==> src/rtl/la_iosupseq.sv <==
// Supply/ground channel power sequencer: ramps channels up in order, down in reverse.
// Define LA_IOSUPSEQ_SYNC_EN to pass pgood through a 2-flop synchronizer.
module la_iosupseq #(
    parameter     PROP  = "DEFAULT",
    parameter     SIDE  = "NO",
    parameter int RINGW = 8,
    parameter int N     = 4,
    parameter int DW    = 8
) (
    input  logic             clk,
    input  logic             reset,
    input  logic             en,
    input  logic [DW-1:0]    delay,
    input  logic [N-1:0]     pgood,
    output logic [N-1:0]     chen,
    output logic             ready,
    output logic             fault,
    inout  wire              vdd,
    inout  wire              vss,
    inout  wire              vddio,
    inout  wire              vssio,
    inout  wire [RINGW-1:0]  ioring
);

    localparam int IW = (N > 1) ? $clog2(N) : 1;
    localparam logic [IW-1:0] LAST = IW'(N - 1);

    typedef enum logic [2:0] {IDLE, RAMP, ON, DOWN, FAULT} state_t;

    state_t          state, state_d;
    logic [IW-1:0]   idx, idx_d;
    logic [DW-1:0]   cnt, cnt_d;
    logic [N-1:0]    chen_d;
    logic            ready_d, fault_d;
    logic            step;
    logic [N-1:0]    pgood_s;

`ifdef LA_IOSUPSEQ_SYNC_EN
    logic [N-1:0] sync1, sync2;

    always_ff @(posedge clk) begin
        if (reset) begin
            sync1 <= '0;
            sync2 <= '0;
        end else begin
            sync1 <= pgood;
            sync2 <= sync1;
        end
    end

    assign pgood_s = sync2;
`else
    assign pgood_s = pgood;
`endif

    always_ff @(posedge clk) begin
        if (reset) begin
            state <= IDLE;
            idx   <= '0;
            cnt   <= '0;
            chen  <= '0;
            ready <= 1'b0;
            fault <= 1'b0;
        end else begin
            state <= state_d;
            idx   <= idx_d;
            cnt   <= cnt_d;
            chen  <= chen_d;
            ready <= ready_d;
            fault <= fault_d;
        end
    end

    // A failing pgood check at step time beats a simultaneous en=0 abort.
    always_comb begin
        state_d = state;
        idx_d   = idx;
        cnt_d   = cnt;
        step    = (cnt == delay);
        unique case (state)
            IDLE: begin
                if (en) begin
                    state_d = RAMP;
                    idx_d   = '0;
                    cnt_d   = '0;
                end
            end
            RAMP: begin
                if (step && !pgood_s[idx]) begin
                    state_d = FAULT;
                end else if (!en) begin
                    state_d = DOWN;
                    cnt_d   = '0;
                end else if (step) begin
                    if (idx == LAST) begin
                        state_d = ON;
                    end else begin
                        idx_d = idx + 1'b1;
                        cnt_d = '0;
                    end
                end else begin
                    cnt_d = cnt + 1'b1;
                end
            end
            ON: begin
                if (!(&pgood_s)) begin
                    state_d = FAULT;
                end else if (!en) begin
                    state_d = DOWN;
                    idx_d   = LAST;
                    cnt_d   = '0;
                end
            end
            DOWN: begin
                if (step) begin
                    cnt_d = '0;
                    if (idx == '0) state_d = IDLE;
                    else           idx_d   = idx - 1'b1;
                end else begin
                    cnt_d = cnt + 1'b1;
                end
            end
            FAULT: begin
                if (!en) begin
                    state_d = IDLE;
                    idx_d   = '0;
                    cnt_d   = '0;
                end
            end
            default: state_d = IDLE;
        endcase
    end

    // Outputs are decoded from the next state so they register on the transition edge.
    always_comb begin
        chen_d  = '0;
        ready_d = 1'b0;
        fault_d = 1'b0;
        case (state_d)
            RAMP, DOWN: begin
                for (int unsigned j = 0; j < N; j++) begin
                    chen_d[j] = (j <= 32'(idx_d));
                end
            end
            ON: begin
                chen_d  = '1;
                ready_d = 1'b1;
            end
            FAULT: fault_d = 1'b1;
            default: ;
        endcase
    end

endmodule

==> config.mk <==
export PLATFORM = sky130hd
export DESIGN_NAME = la_iosupseq
export DESIGN_NICKNAME = d
export VERILOG_FILES = /design/src/rtl/la_iosupseq.sv
export SDC_FILE = /design/constraint.sdc
export NUM_CORES = 1
export LEC_CHECK = 0
export CELL_PAD_IN_SITES_DETAIL_PLACEMENT = 2
export CELL_PAD_IN_SITES_GLOBAL_PLACEMENT = 2
export CORE_AREA = 5 5 70 72
export CTS_BUF_LIST = sky130_fd_sc_hd__clkbuf_4
export CTS_CLUSTER_SIZE = 14
export DETAILED_ROUTE_END_ITERATION = 10
export DIE_AREA = 0 0 75 77
export PLACE_DENSITY_LB_ADDON = 0.1
export SLEW_MARGIN = 20
export SYNTH_ARGS = -nofsm -noshare
export SYNTH_HDL_FRONTEND = slang
export SYNTH_SLANG_ARGS = --single-unit
==> constraint.sdc <==
create_clock -name clk -period 4 [get_ports clk]
set_input_delay 0.8 -clock clk [delete_from_list [all_inputs] [get_ports clk]]
set_output_delay 0.8 -clock clk [all_outputs]
set_load 0.01 [all_outputs]
==> impl_metrics.yaml <==
sta:
  clock.fmax_mhz: 357.2
  tightest_slew_ns: 0.6335
  slew_headroom: 0.5776
  layout_min_cycle_time_ns: 2.800
  rsz0062_at_grt: "false"
  setup_viol: 0
  setup_slack_ns: 1.200
  finalCritPeriodShare: 0.7000
  worst_clock_skew_ns: 0.01270
  finalMaxSlewViolations: 0
  untimed_endpoints: 12
  setup_tns_ns: 0
  hold_viol_final: 0
floorplan:
  coreArea_mm2: 0.004234
  die_w_um: 75
  die-area_mm2: 0.005775
  rows: 24
  initial_utilization: 0.2849
  die_y_um: 77
  io_pins: 33
placed_design:
  port_buffers: 20
  gp_congestion: 0.7796
  dp_hpwl_um: 2927
  place_ws_ns: 0.8709
clock_network:
  clock_path_buffers: 2
  htreeDepth: 1
  cts_buffers: 3
  cts_hold_buf: 0
  clk_latency_ns: 0.30
  cts_resized: 0
  cts.clk_slew.worst_paths_ns: 0.12
  root_buffer: "clkbuf_4"
  cts_tree: "done"
  cts_setup_buffers: 0
  cts_sinks: 19
route:
  drtPass1Iterations: 4
  vias_per_cell: 5.512
  drt-wirelength-per-cell_um: 17.86
  drt_iter0_markers: 32
  drc_errors: 0
  ant_nets: 0
  vias: 1185
  wirelength_um: 3839
synth:
  netlist_top_cells_count: "dfxtp_1 (19), nor2_1 (19), a21oi_1 (14)"
  synth_area_leaders: "dfxtp_1 (32%), nor2_1 (5.9%), a21oi_1 (5.8%)"
  ys_seq_area_frac: 0.3154
  synth_warnings: 0
  synthFlopType: "dfxtp_1"
  avgSynthCellArea_um2: 8.205
  syn-cell-area_mm2: 0.001206
  synthesis.nets: 175
  syn_inst: 147
  synth.distinct_cells: 44
  synth-seq-cells: 19
  synth_edf_count: 0
  yosysTopAreaCellShare: 0.3154
  yosys.area.top_type: "dfxtp_1"
  async_reset_ff_frac: 0
cells_and_area:
  final-seq-area_um2: 380.4
  drive_above_1_share: 0.09816
  n_antenna_cell: 0
  multi_input_area_um2: 770.7
  syn_to_final_growth_pct: 21.58
  nets: 192
  nFillCells: 490
critical_path:
  critPathArrivalTime_ns: 2.99
  slowest_stage: "nor4_4"
  worstPathCellList: "clkdlybuf4s50_1 -> xor2_1 -> nor4_4 -> nand2_4 -> mux2_4 -> a311oi_2 -> a21o_1 -> nand2_1"
  worstPathRequired_ns: 4.19
  critPathCaptureType: "register"
  critPathTopFamily: "simple AND/OR/NAND/NOR gates"
  crit_fanout: 8
  worstSetupStartpointType: "input port"
  crit_buf_inv: 1
  slowest_delay_ns: 0.46
  critPathKind: "input port to register"
grt:
  grt_max_degree: 16
  grt_pass1_wl_um: 6403
  overflow: 0
  grt_pass1_vias: 1326
  gr-usage-all-layers: 0.1407
  antenna_found_initial: 0
power:
  peakVddDrop_uv: 169.2
  power.leakage_nw: 0.5605
  power.density_mw_per_mm2: 264.7
outcome:
  status: "finished, final reports clean"
job:
  maxCapViolCount: 0
worst_hold_path:
  hold_class: "register to register"
## power breakdown
group          switching [mW]  internal (mW)  leakage (nW)
Sequential             0.0106          0.196         0.154
Combinational          0.0467         0.0361         0.389
Clock                  0.0620         0.0372        0.0177
## routing by layer
layer	wire, µm	up-vias	track usage
met5	0	-	0
met4	24	0	0.04270
met3	72	2	0.01307
met2	1984	11	0.2509
met1	1758	605	0.1726
li1	-	567	-
## tightest hold or removal path: cells and delay by family (launching register included)
kind | cells | cell delay (ns)
flops | 1 | 0.35
compound gates | 2 | 0.15
## sequential cells by signal (all words and copies together), names as in the netlist
| register | cells |
|---|---|
| cnt | 8 |
| state | 3 |
| ready | 1 |
| chen | 4 |
| idx | 2 |
| fault | 1 |
## cell type report
type,count,area share
Clock buffer,3,0.01536
Clock inverter,1,0.003413
Inverter,6,0.01536
Multi-Input combinational cell,114,0.5256
Sequential cell,19,0.2594
Tap cell,52,0.04437
Timing Repair Buffer,20,0.1365
## worst paths after layout
kind	startpoint	end	slack [ns]	cells past startpoint
setup / recovery	delay[7]	chen[1]	1.20	8
hold / removal	cnt[7]	cnt[7]	0.53	2
setup reg to reg	idx[1]	chen[1]	1.66	6
hold reg to reg	cnt[7]	cnt[7]	0.53	2
## kinds of logic (layout without fill, tap and decap cells)
group	after synthesis	count (layout)	share of synthesized area
fa+ha+maj	1	1	0.01037
flops	19	19	0.3153
mux	3	3	0.03941
compound gates	44	44	0.2552
simple gates	58	58	0.2760
xor+xnor	8	8	0.05809
buf+inv	14	30	0.04564
## cell usage in the layout (no fill, tap or decap), types with 2 or more instances in the layout
master	instances
a21oi_1	14
a41o_1	2
and3_1	3
clkbuf_4	3
clkdlybuf4s50_1	20
dfxtp_1	19
inv_1	5
nand2_1	8
nand3_1	8
nand4_1	2
nor2_1	19
nor2b_1	3
nor3_1	2
nor4_4	2
o211ai_1	3
o21ai_0	6
o21ai_1	6
or3_1	2
or3b_2	3
xor2_1	8
## metrics by stage
step,power (mW),util,std cells,hold slack (ns),instance area (µm²)
global route,0.4130,0.3463,215,0.5493,1466
floorplan,0.2568,-,147,0.4697,1206
CTS,0.3952,0.3463,215,0.5384,1466
global placement,0.2912,0.3398,211,0.4818,1439
finish,0.3882,0.3463,215,0.5333,1466
detailed placement,0.2949,0.3398,211,0.5216,1439
Power figures use the tool's default switching activity.
